<file path="src/rtl/loader_pkg.sv">
// Shared definitions for the boot-time RAM loader.
// State encodings, byte width and the length decoding rule live here so the
// loader and anything that inspects it agree on them.
package loader_pkg;

   localparam int unsigned BYTE_W    = 8;
   localparam int unsigned MEM_DEPTH = 256;
   localparam int unsigned CNT_W     = 9;

   // A length byte of zero encodes a full 256-byte load.
   localparam bit LEN_ZERO_MEANS_MAX = 1'b1;

   typedef enum logic [2:0] {
      StIdle,
      StBase,
      StLen,
      StData,
      StWrite,
      StCsum,
      StDone
   } state_e;

   // Turn the stream length byte into the number of payload bytes to write.
   function automatic logic [CNT_W-1:0] decode_len(input logic [BYTE_W-1:0] len_byte);
      if (LEN_ZERO_MEANS_MAX && (len_byte == '0)) begin
         return CNT_W'(MEM_DEPTH);
      end
      return {1'b0, len_byte};
   endfunction

endpackage

</file>
<file path="src/rtl/ram_loader.sv">
// Boot-time program loader in front of the 256x8 RAM.
// Consumes a valid/ready byte stream {base, length, payload...} and writes the
// payload into consecutive RAM locations, owning the RAM bus while busy.
// Optional trailing checksum byte: define LOADER_CHECKSUM_EN.
module ram_loader
   import loader_pkg::*;
(
   input  logic              clk,
   input  logic              rst_n,
   input  logic              start,
   input  logic              in_valid,
   input  logic [BYTE_W-1:0] in_data,
   output logic              in_ready,
   output logic [BYTE_W-1:0] addr,
   output logic              we,
   output logic [BYTE_W-1:0] data_out,
   output logic              data_drive,
   output logic              busy,
   output logic              done,
   output logic              err
);

`ifdef LOADER_CHECKSUM_EN
   localparam state_e StAfterLast = StCsum;
`else
   localparam state_e StAfterLast = StDone;
`endif

   state_e             state_q, state_d;
   logic [BYTE_W-1:0]  ptr_q, ptr_d;
   logic [BYTE_W-1:0]  data_q, data_d;
   logic [CNT_W-1:0]   cnt_q, cnt_d;
   logic               we_q, we_d;
   logic               drive_q, drive_d;
   logic               ready_q, ready_d;
   logic               busy_q, busy_d;
   logic               done_q, done_d;
`ifdef LOADER_CHECKSUM_EN
   logic [BYTE_W-1:0]  sum_q, sum_d;
   logic               err_q, err_d;
`endif

   logic xfer;

   // A byte moves only when the registered ready is high.
   assign xfer = in_valid && ready_q;

   // Next-state, datapath and registered-output decode.
   always_comb begin
      state_d = state_q;
      ptr_d   = ptr_q;
      data_d  = data_q;
      cnt_d   = cnt_q;
`ifdef LOADER_CHECKSUM_EN
      sum_d   = sum_q;
      err_d   = err_q;
`endif

      unique case (state_q)
         StIdle: begin
            if (start) begin
               state_d = StBase;
`ifdef LOADER_CHECKSUM_EN
               sum_d   = '0;
               err_d   = 1'b0;
`endif
            end
         end
         StBase: begin
            if (xfer) begin
               ptr_d   = in_data;
               state_d = StLen;
            end
         end
         StLen: begin
            if (xfer) begin
               cnt_d   = decode_len(in_data);
               // Only reachable when zero does not mean a full load.
               state_d = (decode_len(in_data) == '0) ? StAfterLast : StData;
            end
         end
         StData: begin
            if (xfer) begin
               data_d  = in_data;
`ifdef LOADER_CHECKSUM_EN
               sum_d   = BYTE_W'(sum_q + in_data);
`endif
               state_d = StWrite;
            end
         end
         StWrite: begin
            // RAM samples addr/data on the edge that closes this cycle.
            ptr_d   = BYTE_W'(ptr_q + 1'b1);
            cnt_d   = CNT_W'(cnt_q - 1'b1);
            state_d = (cnt_q == CNT_W'(1)) ? StAfterLast : StData;
         end
`ifdef LOADER_CHECKSUM_EN
         StCsum: begin
            if (xfer) begin
               if (BYTE_W'(sum_q + in_data) != '0) begin
                  err_d = 1'b1;
               end
               state_d = StDone;
            end
         end
`endif
         StDone: begin
            state_d = StIdle;
         end
         default: begin
            state_d = StIdle;
         end
      endcase

      // Outputs are flopped from the next state so they never depend on in_valid combinationally.
      we_d    = (state_d == StWrite);
      drive_d = (state_d == StWrite);
      ready_d = (state_d == StBase) || (state_d == StLen) ||
                (state_d == StData) || (state_d == StCsum);
      busy_d  = (state_d != StIdle);
      done_d  = (state_d == StDone);
   end

   // State and output registers; reset clears the bus controls immediately.
   always_ff @(posedge clk or negedge rst_n) begin
      if (!rst_n) begin
         state_q <= StIdle;
         ptr_q   <= '0;
         data_q  <= '0;
         cnt_q   <= '0;
         we_q    <= 1'b0;
         drive_q <= 1'b0;
         ready_q <= 1'b0;
         busy_q  <= 1'b0;
         done_q  <= 1'b0;
`ifdef LOADER_CHECKSUM_EN
         sum_q   <= '0;
         err_q   <= 1'b0;
`endif
      end else begin
         state_q <= state_d;
         ptr_q   <= ptr_d;
         data_q  <= data_d;
         cnt_q   <= cnt_d;
         we_q    <= we_d;
         drive_q <= drive_d;
         ready_q <= ready_d;
         busy_q  <= busy_d;
         done_q  <= done_d;
`ifdef LOADER_CHECKSUM_EN
         sum_q   <= sum_d;
         err_q   <= err_d;
`endif
      end
   end

   assign in_ready   = ready_q;
   assign addr       = ptr_q;
   assign we         = we_q;
   assign data_out   = data_q;
   assign data_drive = drive_q;
   assign busy       = busy_q;
   assign done       = done_q;
`ifdef LOADER_CHECKSUM_EN
   assign err        = err_q;
`else
   assign err        = 1'b0;
`endif

endmodule

</file>
<file path="config.mk">
export PLATFORM = sky130hd
export DESIGN_NAME = ram_loader
export DESIGN_NICKNAME = d
export VERILOG_FILES = /design/src/rtl/loader_pkg.sv /design/src/rtl/ram_loader.sv
export SDC_FILE = /design/constraint.sdc
export NUM_CORES = 1
export LEC_CHECK = 0
export ABC_AREA = 1
export ABC_CLOCK_PERIOD_IN_PS = 2440
export BUFFER_PORTS_ARGS = -buffer_cell sky130_fd_sc_hd__buf_2
export CAP_MARGIN = 15
export CORE_ASPECT_RATIO = 1.5
export CORE_MARGIN = 1
export CORE_UTILIZATION = 30
export CTS_CLUSTER_DIAMETER = 80
export CTS_CLUSTER_SIZE = 40
export DETAILED_ROUTE_END_ITERATION = 8
export HOLD_SLACK_MARGIN = 0.05
export PLACE_DENSITY_LB_ADDON = 0.15
export SLEW_MARGIN = 15
export SYNTH_ARGS = -nofsm -noshare
export SYNTH_HDL_FRONTEND = slang
export SYNTH_SLANG_ARGS = --single-unit
</file>
<file path="constraint.sdc">
create_clock -name clk -period 2.44 [get_ports clk]
set_clock_uncertainty 0.05 [all_clocks]
set_input_delay 0.122 -clock clk [delete_from_list [all_inputs] [get_ports clk]]
set_output_delay 0.122 -clock clk [all_outputs]
set_load 0.03 [all_outputs]
</file>
==> impl_metrics.csv, run 1 <==
group,metric,value,unit
global_routing,grt_pass1_vias,1576,
clock_tree,cts_max_level,2,
critical_path,worstSetupStartpoint,"state_q[0]",
power,power.density,1310,nW/µm²
flow_run,max-cap-violations,0,
critical_path,cp_slowest_stage_delay,0.46,ns
timing,fin_crit_sh,66.9,%
floorplanning,die_area,6290,µm²
floorplanning,rows,34,
synth,synth_top_cell_by_area,"dfrtp_1",
detailed_routing,drt_pre_antenna_iters,4,
clock_tree,root_buffer,"clkbuf_8",
global_routing,antenna_found_initial,0,
timing,rsz0062_at_grt,"false",
finish,design_area,2130,µm²
synth,synth.distinct_cells,25,
timing,drv_slew,0,
synth,netlist_area,1790,µm²
global_routing,grt.total_usage,15.3,%
status,status,"complete, no violations",
detailed_routing,drc_errors,0,
floorplanning,io_pins,34,
critical_path,path_cells,"nor2_2 -> nand2_1 -> inv_2 -> nand4_1 -> o21bai_1 -> nand2_1",
finish,drive_gt1_share,21.9,%
power,leakage,1.11,nW
critical_path,cp-end-kind,"register",
synth,ys_top_cells_by_area,"dfrtp_1, nand2_1, nand3_1, inv_1, nor2_1",
finish,final_core_util,36.8,%
critical_path,crit_family,"simple AND/OR/NAND/NOR gates",
detailed_routing,wl_per_cell,13.0,µm
synth,yosys_register_bits,32,
clock_tree,clk_pin_slew,0.07,ns
worst_hold_path,hp-class,"in2reg",
critical_path,criticalPathCategory,"reg2reg",
clock_tree,cts_buffer_depth,2,
detailed_routing,drt_iter0_drc,53,
floorplanning,die_w,65.1,µm
power,finalPower,2.78,mW
finish,area_growth_syn_to_layout,18.7,%
global_routing,grt_pass1_wl,7.37,mm
critical_path,cp_common_cell,"nand2_1",
clock_tree,cts_tree,"done",
timing,setup_viol,0,
clock_tree,clock_sinks,32,
synth,ys_seq_area_share,44.7,%
timing,min_period,1.63,ns
floorplanning,fp.dieH,96.7,µm
place,portBuffers,32,
synth,avgSynthCellArea,7.86,µm²
detailed_routing,routed_via_density,4.63,
timing,max_clock_freq,613,MHz
timing,slew_headroom,50.8,%
timing,tightestPinTransition,0.738,ns
critical_path,cp.arrival,1.76,ns
detailed_routing,via_count,1560,
global_routing,grt_max_degree,33,
timing,tns,0,ns
clock_tree,clock_insertion_delay_worst_skew,0.28,ns
place,hpwl,3.34,mm
critical_path,path_max_fanout,20,
critical_path,cpMaxStageDelayCell,"dfrtp_1",
synth,yosysWarnings,0,
timing,whs,0.0933,ns
detailed_routing,drt-total-wl,4.37,mm
critical_path,r2r_start,"state_q[0]",
critical_path,crit_buf_inv,1,
critical_path,crit_path_start_kind,"register",
synth,mappedNetlistNets,243,
worst_hold_path,hp-start,"in_data[7]",
synth,synth_top_area_share,44.7,%
global_routing,grt-ovfl-total,0,
clock_tree,cts_resized,0,
finish,fin_nets,279,
floorplanning,core_area,5790,µm²
detailed_routing,drtAntennaViolNets,0,
clock_tree,numCtsBuffers,5,
finish,n_antenna_cell,0,
place,placed_area,2000,µm²
critical_path,cp.required,2.57,ns
place,routabilityCongestion,0.775,
floorplanning,start_util,31.0,%
power,peakVddDrop,0.000294,V
timing,hold_violations,0,
synth,synth_cells,228,
==> state kept, by name, summed over array words and instances, names as in the netlist <==
name	count
data_drive	1
state_q	3
cnt_q	9
in_ready	1
busy	1
addr	8
data_out	8
done	1
==> logic make-up after synthesis <==
kind of cell	after synthesis	share of synthesized area, %
AO/OA/AOI/OAI	29	11.3
XOR/XNOR	1	0.489
adder cells (fa/ha/maj)	3	2.10
buffers and inverters	41	10.1
flip-flops	32	44.7
other	1	0.209
AND/OR/NAND/NOR	121	31.1
==> cells in the mapped netlist <==
cell type and n:
o21ai_1 3, inv_1 32, o21ai_0 5, buf_6 2
nor3_4 2, xnor2_1 1, ha_1 3, conb_1 1
nor2_2 2, buf_2 1, nor2_4 1, nand3b_1 1
nor2_8 1, nand2_1 62, nor2_1 23, o211ai_1 9
inv_2 3, o21bai_1 2, o21ai_2 8, buf_4 3
a21oi_1 2, nand4_1 3, dfrtp_1 32, nand3_1 25
nand3_2 1
==> final timing paths <==
check | slack (ns) | endpoint | depth (start not counted)
min in group asynchronous | 0.38 | addr[7] | 2
worst max register to register | 0.81 | cnt_q[7] | 6
worst min-delay path | 0.09 | data_out[7] | 3
worst min register to register | 0.42 | data_out[2] | 2
worst max-delay path | 0.81 | cnt_q[7] | 6
max in group asynchronous | 1.48 | cnt_q[3] | 2
==> cell usage in the layout (no fill, tap or decap) <==
cell	n
nor2_4	1
inv_1	32
xnor2_1	1
buf_4	1
o21ai_1	3
nand2_1	62
clkbuf_8	5
dfrtp_1	32
nor3_4	2
nor2_1	23
dlygate4sd3_1	2
o21bai_1	2
nor2_8	1
clkinv_2	1
nor2_2	2
inv_2	3
nand4_1	3
bufinv_16	1
clkbuf_1	1
o21ai_2	8
conb_1	1
a21oi_1	2
nand3_1	25
o211ai_1	9
ha_1	3
nand3b_1	1
nand3_2	1
buf_2	32
o21ai_0	5
==> worst reg2reg max path, cell delays in order (launching register included) <==
cell and delay [ns]:
dfrtp_1 0.46, nor2_2 0.13, nand2_1 0.08, inv_2 0.33
nand4_1 0.22, o21bai_1 0.19, nand2_1 0.07
==> repair_timing <==
item                                    in CTS  in global routing
setup buffers                                0                  0
endpoints found under the setup margin       0                  0
hold buffers                                 2                  0
endpoints found under the hold margin       33                  0
==> final cells by class <==
| cell class | instances | area (µm²) |
|---|---|---|
| fill | 632 | 3660 |
| multi-input combinational | 155 | 810 |
| sequential | 32 | 801 |
| timing repair buffer | 35 | 188 |
| inverter | 35 | 131 |
| tap | 72 | 90.1 |
| clock buffer | 6 | 72.6 |
| clock inverter | 2 | 35.0 |
==> per-layer routing <==
metal / track usage, % / share of wire (%) / vias up
met4: 7.19 / 2.1 / 0
met5: 0 / 0 / -
met2: 27.6 / 53 / 30
met1: 16.8 / 42 / 729
li1: - / - / 794
met3: 2.71 / 3.4 / 7
==> power by group <==
part | internal [mW] | switching [mW]
clock | 0.303 | 0.204
combinational | 0.408 | 0.881
sequential | 0.769 | 0.215
==> through the flow <==
step	worst slack, ns	instances
after detailed placement	0.817	327
after global placement	0.855	327
final	0.808	337
after floorplan	0.913	228
after global routing	0.590	337
after CTS	0.802	337
No activity file was read; power rests on OpenSTA's default activity.
==> run 2, diff against run 1 <==
ABC_CLOCK_PERIOD_IN_PS = 1400   (was 2440)
clock period = 1.4 ns   (was 2.44 ns; I/O delays follow)
==> run 2 against run 1 <==
Net effect: register-to-register slack got worse by 0.78 ns; clock power grew 91%; critical path type unchanged; sequential share of layout area shrank 5.6 points; critical path depth rose by 1; routed wire length increased by 5.4%; cell count grew 8.0%; critical endpoint is now cnt_q[8]; worst setup slack got worse by 0.78 ns; via count grew 7.8%; sequential power rose by 76%; flip-flop and latch count stayed put.
==> impl_metrics.csv, run 2 (synthesized netlist as in run 1, its figures left out) <==
group,metric,value,unit
clock_tree,clock_insertion_delay_worst_skew,0.28,ns
timing,hold_violations,0,
detailed_routing,drt_iter0_drc,65,
floorplanning,die_w,65.1,µm
critical_path,crit_path_start_kind,"register",
floorplanning,rows,34,
critical_path,r2r-end,"cnt_q[8]",
floorplanning,io_pins,34,
timing,drv_slew,0,
critical_path,cp.required,1.52,ns
worst_hold_path,hp-class,"in2reg",
detailed_routing,drt-total-wl,4.60,mm
clock_tree,numCtsBuffers,5,
power,peakVddDrop,0.000598,V
global_routing,antenna_found_initial,0,
finish,final_cell_mix,"nand2_1, buf_2, dfrtp_1",
clock_tree,cts_max_level,2,
finish,drive_gt1_share,38.0,%
detailed_routing,routed_via_density,4.62,
critical_path,r2r_slack,0.03,ns
critical_path,cp.arrival,1.49,ns
detailed_routing,wl_per_cell,12.6,µm
timing,min_period,1.37,ns
power,power.density,2210,nW/µm²
finish,regArea,805,µm²
floorplanning,fp.dieH,96.7,µm
finish,largest-register,"cnt_q",
floorplanning,start_util,31.0,%
timing,setup_viol,0,
finish,multi_input_area,903,µm²
critical_path,worstSetupStartpoint,"state_q[2]",
critical_path,r2r_cells,7,
finish,largest_reg_flops,9,
finish,final_common_cell,"nand2_1",
clock_tree,root_buffer,"clkbuf_8",
clock_tree,cts_tree,"done",
detailed_routing,via_count,1681,
floorplanning,die_area,6290,µm²
timing,whs,0.0538,ns
detailed_routing,drtAntennaViolNets,0,
global_routing,grt_max_degree,33,
flow_run,max-cap-violations,0,
place,routabilityCongestion,0.784,
global_routing,grt.total_usage,15.5,%
timing,max_clock_freq,729,MHz
critical_path,criticalPathCategory,"reg2reg",
timing,fin_crit_sh,98.0,%
place,hpwl,3.47,mm
clock_tree,clock_sinks,32,
detailed_routing,drc_errors,0,
critical_path,crit_end,"cnt_q[8]",
critical_path,r2r_start,"state_q[2]",
finish,n_antenna_cell,0,
finish,fill_cells,618,
floorplanning,core_area,5790,µm²
timing,rsz0062_at_grt,"true",
power,finalPower,5.54,mW
place,portBuffers,32,
critical_path,path_max_fanout,5,
power,leakage,1.28,nW
clock_tree,clk_pin_slew,0.07,ns
critical_path,cp-end-kind,"register",
status,status,"complete, no violations",
finish,area_growth_syn_to_layout,39.9,%
clock_tree,cts_buffer_depth,2,
global_routing,grt-ovfl-total,0,
global_routing,grt_pass1_wl,7.38,mm
global_routing,grt_pass1_vias,1620,
detailed_routing,drt_pre_antenna_iters,4,
finish,fin_nets,306,
-- run 2: how the worst min path moves through the flow --
stage               cells past startpoint  startpoint     endpoint
floorplan                               0       rst_n      addr[0]
global placement                        2       rst_n      addr[7]
detailed placement                      2       rst_n      addr[2]
CTS                                     3  in_data[6]  data_out[6]
global route                            3  in_data[4]  data_out[4]
finish                                  3  in_data[0]  data_out[0]
-- run 2: worst max-delay path, cell delays in order, from the launching register on --
cell	delay [ns]
dfrtp_1	0.40
inv_2	0.10
nand2_4	0.08
nor3_4	0.30
buf_4	0.17
nand2_2	0.05
nand2_2	0.06
a21oi_2	0.06
-- run 2: final cells by class --
| type | instances | share of cell area, % |
|---|---|---|
| Clock buffer | 7 | 3.84 |
| Clock inverter | 1 | 1.20 |
| Inverter | 35 | 5.34 |
| Multi-Input combinational cell | 155 | 36.0 |
| Sequential cell | 32 | 32.1 |
| Tap cell | 72 | 3.59 |
| Timing Repair Buffer | 62 | 17.9 |
-- run 2: metrics by stage --
stage / setup slack [ns] / instance area, µm² / setup TNS [ns] / cells / utilization, %
after CTS: 0.000206 / 2330 / 0 / 357 / 40.2
after global routing: -0.0812 / 2510 / -0.405 / 364 / 43.3
final: 0.0273 / 2510 / 0 / 364 / 43.3
after detailed placement: -0.00274 / 2140 / -0.00274 / 343 / 37.0
after floorplan: 0.0705 / 1800 / 0 / 228 / -
after global placement: -0.0375 / 2140 / -0.0673 / 343 / 37.0
-- run 2: repair_timing --
action                     in CTS  in global routing
gates resized for setup         1                 37
buffers inserted                0                  6
hold endpoints to repair       37                  0
hold buffers                    6                  0
setup endpoints to repair       4                 19
gates cloned                    0                  1
pin swaps                       0                 17
-- run 2: report_power, final --
part / leakage [nW] / internal, mW / switching (mW)
clock network: 0.0645 / 0.628 / 0.340
logic: 0.822 / 1.12 / 1.73
registers: 0.393 / 1.35 / 0.382
total: 1.28 / 3.09 / 2.45
-- run 2: layer usage --
layer  vias up  share of wire (%)  wire length, µm  track usage, %
met1       788                 41             1900            17.3
met4         0                2.5              117            6.35
met3         7                3.6              168            3.42
met5         -                  0                0               0
met2        32                 53             2420            27.5
li1        854                  -                -               -
